File: config.mk
export PLATFORM = sky130hd
export DESIGN_NAME = calendar_counter
export DESIGN_NICKNAME = d
export VERILOG_FILES = /design/src/rtl/calendar_counter.sv
export SDC_FILE = /design/constraint.sdc
export NUM_CORES = 1
export LEC_CHECK = 0
export ABC_AREA = 1
export BUFFER_PORTS_ARGS = -buffer_cell sky130_fd_sc_hd__clkbuf_2
export CAP_MARGIN = 20
export CORE_ASPECT_RATIO = 1.4
export CORE_MARGIN = 4
export CORE_UTILIZATION = 60
export CTS_CLUSTER_SIZE = 28
export DETAILED_ROUTE_END_ITERATION = 8
export GPL_TIMING_DRIVEN = 0
export HOLD_SLACK_MARGIN = 0.12
export PLACE_DENSITY = 0.8
export SKIP_CTS_REPAIR_TIMING = 1
export SYNTH_ARGS = -nofsm -noshare
export SYNTH_HDL_FRONTEND = slang
export SYNTH_SLANG_ARGS = --single-unit
export TNS_END_PERCENT = 100
File: constraint.sdc
create_clock -name clk -period 8.75 [get_ports clk]
set_clock_uncertainty 0.15 [all_clocks]
set_input_delay 0.4375 -clock clk [delete_from_list [all_inputs] [get_ports clk]]
set_output_delay 0.4375 -clock clk [all_outputs]
set_load 0.03 [all_outputs]
File: src/rtl/calendar_counter.sv
// Day/month/year/weekday calendar with Gregorian leap years, deferred day ticks during
// front-panel edits, and a one-cycle clamp of the day field after month/year edits.
module calendar_counter #(
  parameter int YEAR_BITS = 7,
  parameter int YEAR_BASE = 2000,
  parameter int YEAR_MAX  = 99,
  parameter int RST_YEAR  = 21,
  parameter int RST_MONTH = 1,
  parameter int RST_DAY   = 1,
  parameter int RST_WDAY  = 5,
  parameter int LEAP_EN   = 1
) (
  input  logic                 clk,
  input  logic                 rst,
  input  logic                 day_tick,
  input  logic                 set_en,
  input  logic [1:0]           set_field,
  input  logic                 key_inc,
  input  logic                 key_dec,
  output logic [4:0]           day_o,
  output logic [3:0]           month_o,
  output logic [YEAR_BITS-1:0] year_o,
  output logic [2:0]           wday_o,
  output logic                 leap_o,
  output logic                 year_wrap,
  output logic                 tick_lost
);

  localparam logic [1:0] FIELD_DAY   = 2'd0;
  localparam logic [1:0] FIELD_MONTH = 2'd1;
  localparam logic [1:0] FIELD_YEAR  = 2'd2;
  localparam logic [1:0] FIELD_WDAY  = 2'd3;

  localparam logic [YEAR_BITS-1:0] YEAR_TOP = YEAR_MAX[YEAR_BITS-1:0];
  localparam logic [YEAR_BITS-1:0] YEAR_ONE = {{(YEAR_BITS-1){1'b0}}, 1'b1};
  localparam logic [YEAR_BITS-1:0] YEAR_RST = RST_YEAR[YEAR_BITS-1:0];
  localparam logic [3:0]           MONTH_RST = RST_MONTH[3:0];
  localparam logic [4:0]           DAY_RST   = RST_DAY[4:0];
  localparam logic [2:0]           WDAY_RST  = RST_WDAY[2:0];

  logic [4:0]           day_q, day_d;
  logic [3:0]           month_q, month_d;
  logic [YEAR_BITS-1:0] year_q, year_d;
  logic [2:0]           wday_q, wday_d;
  logic                 pending_q, pending_d;
  logic                 tick_lost_q, tick_lost_d;
  logic                 year_wrap_q, year_wrap_d;

  logic                 leap;
  int                   year_full;
  logic [4:0]           dim;
  logic [4:0]           day_eff;
  logic                 advance;
  logic                 key_act;

  function automatic logic [4:0] dim_f(input logic [3:0] m, input logic lp);
    logic [4:0] r;
    case (m)
      4'd4, 4'd6, 4'd9, 4'd11: r = 5'd30;
      4'd2:                    r = lp ? 5'd29 : 5'd28;
      default:                 r = 5'd31;
    endcase
    return r;
  endfunction

  always_comb begin
    year_full = YEAR_BASE + int'(year_q);
    leap = (LEAP_EN != 0) && (year_full % 4 == 0) &&
           ((year_full % 100 != 0) || (year_full % 400 == 0));
  end

  // day_eff is the clamped day: an over-range day left by a month/year edit
  // settles to dim on the following cycle, and every update builds on it.
  always_comb begin
    dim     = dim_f(month_q, leap);
    day_eff = (day_q > dim) ? dim : day_q;
  end

  always_comb begin
    day_d       = day_eff;
    month_d     = month_q;
    year_d      = year_q;
    wday_d      = wday_q;
    pending_d   = pending_q;
    tick_lost_d = tick_lost_q;
    year_wrap_d = 1'b0;
    advance     = 1'b0;
    key_act     = set_en && (key_inc ^ key_dec);

    if (set_en) begin
      if (day_tick) begin
        pending_d = 1'b1;
        if (pending_q) tick_lost_d = 1'b1;
      end
      if (key_act) begin
        case (set_field)
          FIELD_DAY: begin
            if (key_inc) day_d = (day_eff == dim)   ? 5'd1 : day_eff + 5'd1;
            else         day_d = (day_eff == 5'd1)  ? dim  : day_eff - 5'd1;
          end
          FIELD_MONTH: begin
            if (key_inc) month_d = (month_q == 4'd12) ? 4'd1  : month_q + 4'd1;
            else         month_d = (month_q == 4'd1)  ? 4'd12 : month_q - 4'd1;
          end
          FIELD_YEAR: begin
            if (key_inc) year_d = (year_q == YEAR_TOP) ? '0       : year_q + YEAR_ONE;
            else         year_d = (year_q == '0)       ? YEAR_TOP : year_q - YEAR_ONE;
          end
          FIELD_WDAY: begin
            if (key_inc) wday_d = (wday_q == 3'd6) ? 3'd0 : wday_q + 3'd1;
            else         wday_d = (wday_q == 3'd0) ? 3'd6 : wday_q - 3'd1;
          end
          default: ;
        endcase
      end
    end else begin
      // A live tick coinciding with the deferred one merges into a single advance.
      advance   = day_tick || pending_q;
      pending_d = 1'b0;
      if (day_tick && pending_q) tick_lost_d = 1'b1;
      if (advance) begin
        wday_d = (wday_q == 3'd6) ? 3'd0 : wday_q + 3'd1;
        if (day_eff < dim) begin
          day_d = day_eff + 5'd1;
        end else begin
          day_d = 5'd1;
          if (month_q == 4'd12) begin
            month_d = 4'd1;
            if (year_q == YEAR_TOP) begin
              year_d      = '0;
              year_wrap_d = 1'b1;
            end else begin
              year_d = year_q + YEAR_ONE;
            end
          end else begin
            month_d = month_q + 4'd1;
          end
        end
      end
    end
  end

  always_ff @(posedge clk) begin
    if (rst) begin
      day_q       <= DAY_RST;
      month_q     <= MONTH_RST;
      year_q      <= YEAR_RST;
      wday_q      <= WDAY_RST;
      pending_q   <= 1'b0;
      tick_lost_q <= 1'b0;
      year_wrap_q <= 1'b0;
    end else begin
      day_q       <= day_d;
      month_q     <= month_d;
      year_q      <= year_d;
      wday_q      <= wday_d;
      pending_q   <= pending_d;
      tick_lost_q <= tick_lost_d;
      year_wrap_q <= year_wrap_d;
    end
  end

  assign day_o     = day_q;
  assign month_o   = month_q;
  assign year_o    = year_q;
  assign wday_o    = wday_q;
  assign leap_o    = leap;
  assign year_wrap = year_wrap_q;
  assign tick_lost = tick_lost_q;

endmodule
==> results.json <==
{
  "wire_per_inst_um": 12.7,
  "gp_congestion": 0.915,
  "fin_tns_setup_ns": 0,
  "power.internal_mw": 0.339,
  "core_um2": 5610,
  "total_power_mw": 0.780,
  "postSynthCellCount": 569,
  "vias_per_cell": 5.63,
  "final_max_slew_viol_count": 0,
  "antenna_cells": 0,
  "drc": 0,
  "grt_pass1_wl_um": 14900,
  "outcome": "finished clean",
  "p_leak_nw": 2.02,
  "preCtsSetupSlack_ns": 0.705,
  "p_seq_share_pct": 14.4,
  "crit_top_cell": "nand2_1",
  "io_buffers": 28,
  "finalCritPeriodShare_pct": 89.3,
  "critPathSlowestCell": "dfxtp_2",
  "area_delta_synth_final_pct": 7.55,
  "grt.total_usage_pct": 24.4,
  "power_frac_comb_pct": 77.5,
  "tightest_slew_ns": 0.699,
  "clk_path_buf_depth": 2,
  "power.density_nw_per_um2": 204,
  "rsz0062_at_grt": "false",
  "io_pins": 30,
  "endpoint_kind": "register",
  "drv_cap": 0,
  "hp-class": "in -> reg",
  "drtPass1Iterations": 4,
  "die_y_um": 99.0,
  "rows": 32,
  "relSlewSlack_pct": 52.9,
  "synth_cell_types": 45,
  "synth-seq-cells": 22,
  "path_clk_slew_ns": 0.08,
  "period_needed_ns": 7.82,
  "dieArea_um2": 7230,
  "ys_warn_count": 0,
  "h-tree-depth": 1,
  "drt.antenna.violating_nets": 0,
  "final_hold_viol_count": 0,
  "p_sw_share_pct": 56.5,
  "fillers": 534,
  "critical_path_class": "reg -> reg",
  "clk_latency_ns": 0.26,
  "fin_nets": 638,
  "yosysSeqAreaShare_pct": 12.4,
  "cts_made_buffers": 3,
  "p_switching_mw": 0.441,
  "worst_slack_ns": 0.934,
  "slowest_delay_ns": 0.45,
  "syn_area_um2": 3550,
  "start_kind": "register",
  "final_common_cell": "nand2_1",
  "grt_max_degree": 12,
  "critPathMaxFanout": 9,
  "timing.hold.ws_ns": 0.279,
  "setup_viol": 0,
  "syn_nets": 605,
  "wl_um": 8480,
  "crit_arrival_ns": 7.85,
  "clock_power_share_pct": 8.1,
  "place_hpwl_um": 7030,
  "layout_common_cells": "nand2_1 (126), inv_1 (76), nand3_1 (58)",
  "antenna_found_initial": 0,
  "irDropWorstVdd_mv": 0.175,
  "start_util_pct": 63.3,
  "overflow": 0,
  "max_freq_mhz": 128,
  "clock_sinks": 22,
  "fp.dieW_um": 73.0,
  "num_vias": 3763,
  "drtIter0Drc": 137,
  "cts_tree": "built",
  "grt_pass1_vias": 3591,
  "crit_required_ns": 8.79,
  "cts.root.buffer_cell": "clkbuf_8",
  "final_layout_size_suffix_gt1_share_pct": 19.2,
  "avgSynthCellArea_um2": 6.24
}
==> synth_stat cells, drive strengths merged <==
library cell	instances	share of area (%)
ha	28	9.9
clkbuf	8	0.85
xnor2	4	0.99
o211ai	8	1.8
a22oi	1	0.21
xor2	18	4.7
a221oi	1	0.25
o21ai	37	5.3
dfxtp	22	12
a32o	2	0.56
o22ai	2	0.35
a31oi	4	0.71
or2	1	0.18
a311oi	1	0.25
o311ai	1	0.25
nor2	44	6.3
o21bai	2	0.42
nand3b	2	0.42
nand3	69	12
nand2	159	21
a211oi	3	0.63
nand4	18	4.2
nor4	3	0.53
buf	1	0.32
inv	95	10
a21oi	24	3.6
nor3	8	1.3
and3	1	0.18
o221ai	2	0.49
==> cell families (layout without fill, tap and decap cells) <==
kind of cell,after synthesis,in the layout,share of synthesized area [%]
and+or+nand+nor,305,305,46.0
xor gates and xnor gates,22,22,5.64
AOI/OAI and AO/OA,88,88,14.9
DFF,22,22,12.4
buffers and inverters,104,135,11.2
adders and majority gates,28,28,9.87
==> worst max-delay path, delay by kind of cell (launching register included) <==
family	cells	cell delay, ns
buf+inv	6	0.87
flops	1	0.45
compound gates	7	1.09
simple gates	30	3.87
fa+ha+maj	5	1.31
==> stage by stage <==
stage	std cells	util, %	cell area, um2
3_5_place_dp	665	67.3	3770
3_3_place_gp	665	67.3	3770
6_report	668	68.1	3820
2_1_floorplan	569	-	3550
5_1_grt	668	68.1	3820
4_1_cts	668	68.1	3810
==> final cells by class <==
cell class	instances	area (um2)	area share (%)
plain buffers	9	41.3	1.08
clock buffers	3	41.3	1.08
inverters	95	357	9.34
multi-input cells	443	2710	71.0
flip-flops and latches	22	442	11.6
well taps	68	85.1	2.23
repair buffers	28	140	3.67
==> state kept, by name, indices dropped and copies added, names as in the netlist <==
register / cells
day_o: 5
month_o: 4
pending_q: 1
tick_lost: 1
wday_o: 3
year_o: 7
year_wrap: 1
==> path summary, 6_finish.rpt <==
kind / from / to / slack (ns) / cells after the start
worst max-delay path: year_o[5] / year_o[0] / 0.93 / 48
worst min-delay path: day_tick / tick_lost / 0.28 / 3
worst max register to register: year_o[5] / year_o[0] / 0.93 / 48
worst min register to register: tick_lost / tick_lost / 0.33 / 2
==> power groups by stage <==
| stage | clock (mW) | combinational [mW] | sequential [mW] |
|---|---|---|---|
| 6_report | 0.0630 | 0.604 | 0.112 |
| 4_1_cts | 0.0645 | 0.602 | 0.112 |
| 5_1_grt | 0.0682 | 0.685 | 0.113 |
| 3_5_place_dp | 0 | 0.600 | 0.115 |
| 3_3_place_gp | 0 | 0.581 | 0.114 |
| 2_1_floorplan | 0 | 0.497 | 0.124 |
==> per-layer routing <==
metal | wire [um] | GRT usage (%) | vias up
li1 | - | - | 1942
met1 | 3490 | 27.0 | 1715
met2 | 4510 | 46.9 | 88
met3 | 277 | 1.33 | 18
met4 | 206 | 8.66 | 0
met5 | 0 | 0 | -
Note: power is estimated with default switching activity, not from simulation.
